## src/rtl/usb_buf_pkg.sv

```systemverilog
// ---------------------------------------------------------------------------
// usb_buf_pkg
// Shared constants and types for the USB endpoint data buffer.
//   DEFAULT_DEPTH      default buffer capacity in bytes
//   DEFAULT_BUS_BYTES  default widest word transfer on the bus side
//   size_width()       width of the data_size field for a given bus width
//   data_size_t        data_size field type for the default bus width
// ---------------------------------------------------------------------------
package usb_buf_pkg;

    localparam int DEFAULT_DEPTH     = 64;
    localparam int DEFAULT_BUS_BYTES = 4;

    // data_size encodes length-1, so it needs clog2(BUS_BYTES) bits, but a
    // one-byte bus still keeps a single-bit field so the port never vanishes.
    function automatic int size_width(input int bus_bytes);
        return (bus_bytes > 1) ? $clog2(bus_bytes) : 1;
    endfunction

    localparam int DEFAULT_SW = size_width(DEFAULT_BUS_BYTES);

    typedef logic [DEFAULT_SW-1:0] data_size_t;

endpackage

```

## src/rtl/buf_regfile.sv

```systemverilog
// ---------------------------------------------------------------------------
// buf_regfile
// DEPTH x 8 byte store for the circular data buffer.
// Ports:
//   clk       rising-edge clock
//   wr_en     write wr_count bytes of wr_data starting at wr_ptr
//   wr_ptr    first byte address of the write (tail)
//   wr_count  number of bytes to write, 0..BUS_BYTES
//   wr_data   write bytes, byte 0 in [7:0]
//   rd_ptr    first byte address of the read lanes (head)
//   rd_data   BUS_BYTES combinational read lanes, lane 0 = byte at rd_ptr
// Addresses wrap modulo DEPTH on both ports.
// ---------------------------------------------------------------------------
module buf_regfile
    import usb_buf_pkg::*;
#(
    parameter int DEPTH     = DEFAULT_DEPTH,
    parameter int BUS_BYTES = DEFAULT_BUS_BYTES,
    localparam int AW       = $clog2(DEPTH),
    localparam int CNTW     = $clog2(BUS_BYTES + 1)
)(
    input  logic                   clk,
    input  logic                   wr_en,
    input  logic [AW-1:0]          wr_ptr,
    input  logic [CNTW-1:0]        wr_count,
    input  logic [8*BUS_BYTES-1:0] wr_data,
    input  logic [AW-1:0]          rd_ptr,
    output logic [8*BUS_BYTES-1:0] rd_data
);

    logic [7:0] mem [DEPTH];

    // Multi-byte write: lane i lands at wr_ptr+i. DEPTH is a power of two,
    // so truncating the sum to AW bits is exactly the circular wrap.
    // Contents are never reset; the top masks everything outside occupancy.
    always_ff @(posedge clk) begin
        if (wr_en) begin
            for (int i = 0; i < BUS_BYTES; i++) begin
                if (i < int'(wr_count)) begin
                    mem[wr_ptr + AW'(i)] <= wr_data[8*i +: 8];
                end
            end
        end
    end

    // Read lanes present the bytes from the head onward, wrapping the same way.
    always_comb begin
        rd_data = '0;
        for (int i = 0; i < BUS_BYTES; i++) begin
            rd_data[8*i +: 8] = mem[rd_ptr + AW'(i)];
        end
    end

endmodule

```

## src/rtl/param_data_buffer.sv

```systemverilog
// ---------------------------------------------------------------------------
// param_data_buffer
// Circular byte buffer between a USB packet engine (one byte at a time) and
// a bus interface (up to BUS_BYTES per word).
// Ports:
//   clk, rst               clock; synchronous active-high reset
//   clear                  flush contents and error flags
//   store_rx_packet_data   push rx_packet_data (1 byte)
//   rx_packet_data         byte from USB RX
//   get_rx_data            pop data_size+1 bytes to the bus side
//   data_size              transfer length minus one for both word ports
//   tx_data                word from the bus side, byte 0 in [7:0]
//   store_tx_data          push data_size+1 bytes of tx_data
//   get_tx_packet_data     pop 1 byte to USB TX
//   buffer_reserved        bus side owns the buffer; RX pushes are dropped
//   buffer_occupancy       bytes held, 0..DEPTH
//   rx_data                head data_size+1 bytes, zero-extended
//   tx_packet_data         head byte
//   almost_full            occupancy >= AF_LEVEL
//   overflow_err           sticky: a push was rejected or dropped
//   underflow_err          sticky: a pop was rejected or ignored
// ---------------------------------------------------------------------------
module param_data_buffer
    import usb_buf_pkg::*;
#(
    parameter int DEPTH     = DEFAULT_DEPTH,
    parameter int BUS_BYTES = DEFAULT_BUS_BYTES,
    parameter int AF_LEVEL  = DEPTH - 8,
    localparam int OW       = $clog2(DEPTH) + 1,
    localparam int SW       = size_width(BUS_BYTES)
)(
    input  logic                   clk,
    input  logic                   rst,
    input  logic                   clear,
    input  logic                   store_rx_packet_data,
    input  logic [7:0]             rx_packet_data,
    input  logic                   get_rx_data,
    input  logic [SW-1:0]          data_size,
    input  logic [8*BUS_BYTES-1:0] tx_data,
    input  logic                   store_tx_data,
    input  logic                   get_tx_packet_data,
    input  logic                   buffer_reserved,
    output logic [OW-1:0]          buffer_occupancy,
    output logic [8*BUS_BYTES-1:0] rx_data,
    output logic [7:0]             tx_packet_data,
    output logic                   almost_full,
    output logic                   overflow_err,
    output logic                   underflow_err
);

    localparam int AW   = $clog2(DEPTH);
    localparam int CNTW = $clog2(BUS_BYTES + 1);
    // One bit wider than occupancy so occupancy + push count cannot wrap.
    localparam int CW   = OW + 1;

    logic [AW-1:0]          head;
    logic [AW-1:0]          tail;
    logic [CW-1:0]          occ_ext;
    logic [CW-1:0]          n_bytes;
    logic                   n_legal;

    logic                   push_en;
    logic [CW-1:0]          push_count;
    logic [8*BUS_BYTES-1:0] push_data;
    logic [CW-1:0]          pop_count;
    logic                   ovf_evt;
    logic                   udf_evt;

    logic [AW-1:0]          head_next;
    logic [AW-1:0]          tail_next;
    logic [OW-1:0]          occ_next;
    logic [8*BUS_BYTES-1:0] lane_data;

    assign occ_ext = CW'(buffer_occupancy);
    assign n_bytes = CW'(data_size) + CW'(1);
    assign n_legal = (n_bytes <= CW'(BUS_BYTES));

    // Push/pop arbitration. All capacity checks use the occupancy held before
    // the edge, so a pop in the same cycle never makes room for a push.
    // A losing request on either side is not merely ignored: it flags the
    // matching error so firmware can see that a byte went missing.
    always_comb begin
        push_en    = 1'b0;
        push_count = '0;
        push_data  = '0;
        pop_count  = '0;
        ovf_evt    = 1'b0;
        udf_evt    = 1'b0;

        if (store_tx_data) begin
            if (store_rx_packet_data) begin
                ovf_evt = 1'b1;
            end
            if (!n_legal || (occ_ext + n_bytes > CW'(DEPTH))) begin
                ovf_evt = 1'b1;
            end else begin
                push_en    = 1'b1;
                push_count = n_bytes;
                push_data  = tx_data;
            end
        end else if (store_rx_packet_data) begin
            if (buffer_reserved || (occ_ext + CW'(1) > CW'(DEPTH))) begin
                ovf_evt = 1'b1;
            end else begin
                push_en        = 1'b1;
                push_count     = CW'(1);
                push_data[7:0] = rx_packet_data;
            end
        end

        if (get_rx_data) begin
            if (get_tx_packet_data) begin
                udf_evt = 1'b1;
            end
            if (!n_legal || (n_bytes > occ_ext)) begin
                udf_evt = 1'b1;
            end else begin
                pop_count = n_bytes;
            end
        end else if (get_tx_packet_data) begin
            if (occ_ext == '0) begin
                udf_evt = 1'b1;
            end else begin
                pop_count = CW'(1);
            end
        end
    end

    assign head_next = head + AW'(pop_count);
    assign tail_next = tail + AW'(push_count);
    assign occ_next  = OW'(occ_ext + push_count - pop_count);

    // Pointer, occupancy and sticky error state. rst and clear both empty the
    // buffer; memory is left alone because nothing outside occupancy is
    // ever visible on the outputs.
    always_ff @(posedge clk) begin
        if (rst || clear) begin
            head             <= '0;
            tail             <= '0;
            buffer_occupancy <= '0;
            overflow_err     <= 1'b0;
            underflow_err    <= 1'b0;
        end else begin
            head             <= head_next;
            tail             <= tail_next;
            buffer_occupancy <= occ_next;
            if (ovf_evt) begin
                overflow_err <= 1'b1;
            end
            if (udf_evt) begin
                underflow_err <= 1'b1;
            end
        end
    end

    buf_regfile #(
        .DEPTH     (DEPTH),
        .BUS_BYTES (BUS_BYTES)
    ) u_regfile (
        .clk      (clk),
        .wr_en    (push_en && !rst && !clear),
        .wr_ptr   (tail),
        .wr_count (CNTW'(push_count)),
        .wr_data  (push_data),
        .rd_ptr   (head),
        .rd_data  (lane_data)
    );

    // Head peeks: a lane shows data only if it is inside the requested length
    // and actually holds a byte, so stale memory never leaks out.
    always_comb begin
        rx_data = '0;
        for (int i = 0; i < BUS_BYTES; i++) begin
            if ((CW'(i) < n_bytes) && (CW'(i) < occ_ext)) begin
                rx_data[8*i +: 8] = lane_data[8*i +: 8];
            end
        end
        tx_packet_data = (occ_ext != '0) ? lane_data[7:0] : 8'h00;
    end

    assign almost_full = (occ_ext >= CW'(AF_LEVEL));

endmodule

```

## config.mk

```make
export PLATFORM = sky130hd
export DESIGN_NAME = param_data_buffer
export DESIGN_NICKNAME = d
export VERILOG_FILES = /design/src/rtl/usb_buf_pkg.sv /design/src/rtl/buf_regfile.sv /design/src/rtl/param_data_buffer.sv
export SDC_FILE = /design/constraint.sdc
export NUM_CORES = 2
export LEC_CHECK = 0
export ABC_AREA = 0
export BUFFER_PORTS_ARGS = -buffer_cell sky130_fd_sc_hd__buf_2
export CAP_MARGIN = 30
export CORE_MARGIN = 5
export CORE_UTILIZATION = 50
export DETAILED_ROUTE_END_ITERATION = 6
export PLACE_DENSITY = 0.66
export RECOVER_POWER = 50
export SETUP_SLACK_MARGIN = 0.1
export SYNTH_ARGS = -nofsm -noshare
export SYNTH_HDL_FRONTEND = slang
export SYNTH_HIERARCHICAL = 1
export SYNTH_SLANG_ARGS = --single-unit
export TNS_END_PERCENT = 10
```

## constraint.sdc

```tcl
create_clock -name clk -period 4.9 [get_ports clk]
set_clock_uncertainty 0.15 [all_clocks]
set_input_delay 0.735 -clock clk [delete_from_list [all_inputs] [get_ports clk]]
set_output_delay 0.735 -clock clk [all_outputs]
set_load 0.02 [all_outputs]
```

== Word level (Yosys, flattened, before mapping) ==
Memories as Yosys holds them, arrays and structs flattened. A register that Yosys moved wholly into a read port is not among the register bits.
Index checks and enable logic that the tools add are counted.
Cells by class
  add/subtract/negate cells: 13
  magnitude comparators: 17
  muxes and demuxes: 45
  reduce and logical (&&, ||, !) cells: 15
Operators by type and width (number)
  8-bit 2-to-1 mux: 8
  32-bit 2-to-1 mux: 1
  1-bit 2-to-1 mux: 30
  6-bit by 2-bit adder with 6-bit output, second input constant: 4
  24-bit 2-to-1 mux: 1
  8-bit by 7-bit > comparator with 1-bit output, second input constant: 2
  1-bit by 7-bit < comparator with 1-bit output, first input constant: 2
  2-bit by 7-bit < comparator with 1-bit output, first input constant: 2
  6-bit by 1-bit adder with 6-bit output, second input constant: 2
  6-bit adder: 2
  1-bit by 3-bit < comparator with 1-bit output, first input constant: 4
  2-bit by 3-bit < comparator with 1-bit output, first input constant: 4
  3-bit 2-to-1 mux: 3
  7-bit by 1-bit adder with 8-bit output, second input constant: 1
  7-bit by 3-bit adder with 8-bit output: 1
  8-bit zero test: 1
  8-bit nonzero test: 1
  7-bit adder: 1
  7-bit by 6-bit greater-or-equal comparator with 1-bit output, second input constant: 1
  3-bit by 7-bit > comparator with 1-bit output: 1
  7-bit 2-to-1 mux: 1
  7-bit subtractor: 1
  1-bit logical AND: 6
  6-bit 2-to-1 mux: 1
  4 further kinds: 9
Storage, ports and cells
  memories kept: 1
  input port bits: 50
  bits in registers: 21
  word-level logic and storage cells: 96
  RAM bits: 512
Memories
  u_regfile.mem: depth 64, bits a word 8, rd ports 4, clocked after memory_dff 1, wr ports 4, RTL line buf_regfile.sv:31  | logic [7:0] mem [DEPTH];

== Longest topological paths before layout ==
  depth in word-level cells: 10
  depth in mapped cells: 21
  gate-level depth less buffers: 20

== Cells and area by module ==
The synthesis kept the hierarchy.
Modules (own cells, without submodules)
  buf_regfile: instances 1, area an instance 51025.2 µm², cells an instance 5182
  param_data_buffer: instances 1, area an instance 2275.9 µm², cells an instance 288

== Worst setup path after synthesis ==
OpenSTA, ideal clock, no wires.
  path kind: register to output
  from: reg head[1]
  to: out rx_data[20]
  arrival time: 4158 ps
  buffers on the path: 8
  slack: -143 ps
  stages on the path, launching flop included: 16
  data required time: 4015 ps
  path through: dfxtp_1 > clkbuf_1 > clkbuf_1 > inv_1 > clkbuf_1 > clkbuf_1 > ha_1 > buf_2 > buf_1 > clkbuf_1 > clkbuf_1 > mux2i_1 > o22ai_1 > a311oi_1 > a21oi_1 > and2_1
Between the ends
  longest elaborated chain between the ends: 3
RTL lines
  start: declaration: RTL line param_data_buffer.sv:56  | logic [AW-1:0] head;
  start signal: assignment: RTL line param_data_buffer.sv:144  | head <= head_next;
  6-bit by 2-bit adder with 6-bit output: RTL line buf_regfile.sv:50  | rd_data[8*i +: 8] = mem[rd_ptr + AW'(i)];
  memory 64 x 8 bit
  net lane_data[20]: RTL line param_data_buffer.sv:72  | logic [8*BUS_BYTES-1:0] lane_data;
  8-bit 2-to-1 mux: RTL line param_data_buffer.sv:174  | if ((CW'(i) < n_bytes) && (CW'(i) < occ_ext)) begin
  end: declaration: RTL line param_data_buffer.sv:44  | output logic [8*BUS_BYTES-1:0] rx_data,
The timed path passes the listed nets, and every way through them passes these cells.

== Worst setup path after layout ==
  from: reg head[4]
  to: out rx_data[15]
Between the ends
  longest elaborated chain between the ends: 3
RTL lines (RTL line)
  6-bit by 1-bit adder with 6-bit output: buf_regfile.sv:50
  memory 64 x 8 bit
  net lane_data[15]: param_data_buffer.sv:72
  8-bit 2-to-1 mux: param_data_buffer.sv:174
The timed path passes the listed nets, and every way through them passes these cells.

==> results.yml <==
clock_tree:
  clock_path_buffers: 3
  cts-root-buf: "clkbuf_16"
  insertion_delay_ns: 0.66
  clkTransAtPathRegs_ns: 0.06
  cts_tree: "yes"
  numCtsBuffers: 68
  cts_hold_buf: 0
  numClockSinks: 533
  htreeDepth: 3
power:
  switchingPower_mw: 8.418
  p_leak_nw: 22.55
  switching_share_pct: 41.04
  internal-power_mw: 12.09
  combPwrFrac_pct: 49.5
  pwr-share-seq_pct: 25.9
  vdd_drop_max_mv: 0.3911
  power.density_nw_per_um2: 323.8
  clkPwrFrac_pct: 24.6
timing:
  period_minus_slack_ns: 5.014
  hold_viol: 0
  worst_slack_ns: -0.1137
  max_freq_mhz: 199.5
  setup_viol: 9
  final_max_slew_viol_count: 0
  slew_headroom_pct: 21.59
  worst_pin_slew_ns: 1.176
  rsz0062_at_grt: "yes"
  post-route-period-util_pct: 102.3
floorplanning:
  die_area_um2: 113200
  io_pins: 100
  die_w_um: 336.5
  initial_utilization_pct: 50.49
  rows: 119
  core_um2: 105600
  die_h_um: 336.5
outcome:
  violations: "design-rule violations, negative setup slack"
  status: "finished, violations left"
cells_and_area:
  fin_nets: 5932
  drive_gt1_share_pct: 28.78
  mostFrequentLayoutCells: "nand2_1 (882), buf_4 (544), edfxtp_1 (512), mux4_2 (466), o21ai_0 (450)"
  finalInstanceArea_um2: 63340
  area_delta_synth_final_pct: 18.83
  mostFrequentLayoutCell: "nand2_1"
synthesis:
  ys_ff_latch: 533
  syn-num-nets: 5560
  synth_top_family_by_area: "multiplexers"
  async_flop_share_pct: 0
  syn_area_um2: 53300
  yosys_warnings: 6
  ys_seq_area_share_pct: 29.63
  synth-main-ff-cell: "edfxtp_1"
  synthAdderAreaFrac_pct: 1.023
  muxShareOfSynthArea_pct: 28.41
  synth-edff-count: 512
  synth-compound-area-share_pct: 19.52
  synthSimpleGateAreaFrac_pct: 15.60
  yosysUniqueCellTypes: 88
  syn_area_per_cell_um2: 9.744
  netlist_instances: 5470
  synth_xor_area_share_pct: 0.7559
place:
  gp_congestion: 1.128
  port_buffers: 99
  place_area_um2: 61040
  dpl.hpwl_um: 217900
  pre_cts_slack_ns: -0.2640
global_routing:
  grt_start_max_net_pins: 116
  antenna_found_initial: 21
  grt_overflow_total: 0
  grtUsageTotal_pct: 51.33
  grt_pass1_vias: 52340
  grt_pass1_wl_um: 411200
worst_setup_path:
  cpPeakStageDelay_ns: 0.68
  worstSetupStartpointType: "flop"
  end_kind: "output pin"
  worst_path_most_repeated_cell: "buf_4"
  worstPathCellList: "clkinv_1 -> xnor2_2 -> buf_4 -> nor2_1 -> buf_4 -> o21ai_0 -> buf_4 -> o211ai_1 -> and2_1 -> buf_2"
  crit_type: "reg -> out"
  cp_data_arrival_time_ns: 4.13
  cp_max_fo: 17
  slowest_stage: "dfxtp_2"
  required_ns: 4.01
detailed_routing:
  drc: 11
  wl_um: 299700
  drt-initial-drc-count: 11220
  routedWlPerCell_um: 41.01
  ant_nets: 0
  vias_per_cell: 7.822
  dr.pass1.iters: 7
  vias: 57150
job:
  maxCapViolCount: 0
hold_path:
  hp-class: "in -> reg"
cell families after synthesis:
kind of cell    count (synthesis)
compound gates               1496
xor+xnor                       43
fa+ha+maj                      40
buf+inv                       622
flops                         533
mux                           911
simple gates                 1825
cells in the mapped netlist, types with 58 or more instances:
library cell	count	area share (%)
a221oi_1	242	4.0
mux2_2	142	3.0
mux2i_1	301	5.7
buf_2	162	1.5
mux4_2	466	20
nor2_1	359	2.5
a211oi_1	119	1.7
a21oi_1	112	1.1
nand3_1	114	1.1
o2bb2ai_1	88	1.4
nor2b_1	106	1.2
and2_1	104	1.2
o21ai_0	441	4.1
edfxtp_1	512	29
clkbuf_1	340	2.4
o31ai_1	164	2.3
nand2_1	882	6.2
buf_1	58	0.41
and3_1	75	0.88
cell type report:
cell class	instances	area (um^2)
fillers	8949	42230
multi-input cells	4315	35220
flip-flops and latches	533	15810
repair buffers	893	8244
clock buffers	85	1818
well taps	1391	1740
clock inverters	37	326.6
inverters	31	116.4
diodes	22	55.05
stage by stage:
step / hold slack (ns) / utilization, % / power, mW / TNS (ns) / std cells
2_1_floorplan: 0.3475 / - / 11.00 / -0.9746 / 5470
3_3_place_gp: 0.3308 / 57.80 / 14.69 / -67.75 / 7130
3_5_place_dp: 0.3592 / 57.83 / 14.79 / -62.30 / 7132
4_1_cts: 0.1868 / 60.23 / 19.92 / 0 / 7276
5_1_grt: 0.2269 / 59.96 / 20.81 / 0 / 7291
6_report: 0.2135 / 60.00 / 20.51 / -0.6647 / 7307
registers in the layout (all words and copies together) (netlist names):
name	count
buffer_occupancy	7
head	6
overflow_err	1
tail	6
u_regfile/mem	512
underflow_err	1
what timing repair did:
action                                  in CTS  in global routing
resized for setup                           11                 26
pin swaps                                    3                  4
buffers inserted                            19                  6
endpoints found under the setup margin      31                126
gates cloned                                 3                  3
layer usage:
layer	wire [um]	vias up	global-route usage, %
met4	30420	14	37.15
met5	282	-	1.418
li1	-	22190	-
met2	117700	5958	71.19
met1	97190	27400	62.07
met3	54100	1592	24.77
critical path: cells and delay by family, from the launching register on:
kind                   cells  cell delay, ns
buffers and inverters      5            1.42
AO/OA/AOI/OAI              2            0.40
AND/OR/NAND/NOR            2            0.33
flip-flops                 1            0.68
XOR/XNOR                   1            0.63
power by group through the flow:
stage	Clock [mW]	Combinational [mW]	Sequential [mW]
2_1_floorplan	0	5.63	5.37
5_1_grt	5.21	10.3	5.31
3_3_place_gp	0	9.29	5.41
3_5_place_dp	0	9.39	5.40
4_1_cts	5.03	9.58	5.30
6_report	5.05	10.2	5.31
final timing paths:
path	startpoint	endpoint	slack, ns	depth (start not counted)
worst max-delay path	head[4]	rx_data[15]	-0.11	10
worst min-delay path	store_rx_packet_data	overflow_err	0.21	3
worst max register to register	buffer_occupancy[0]	u_regfile/mem[1][3]	0.21	17
worst min register to register	overflow_err	overflow_err	0.37	2
(Power assumes the default switching activity.)
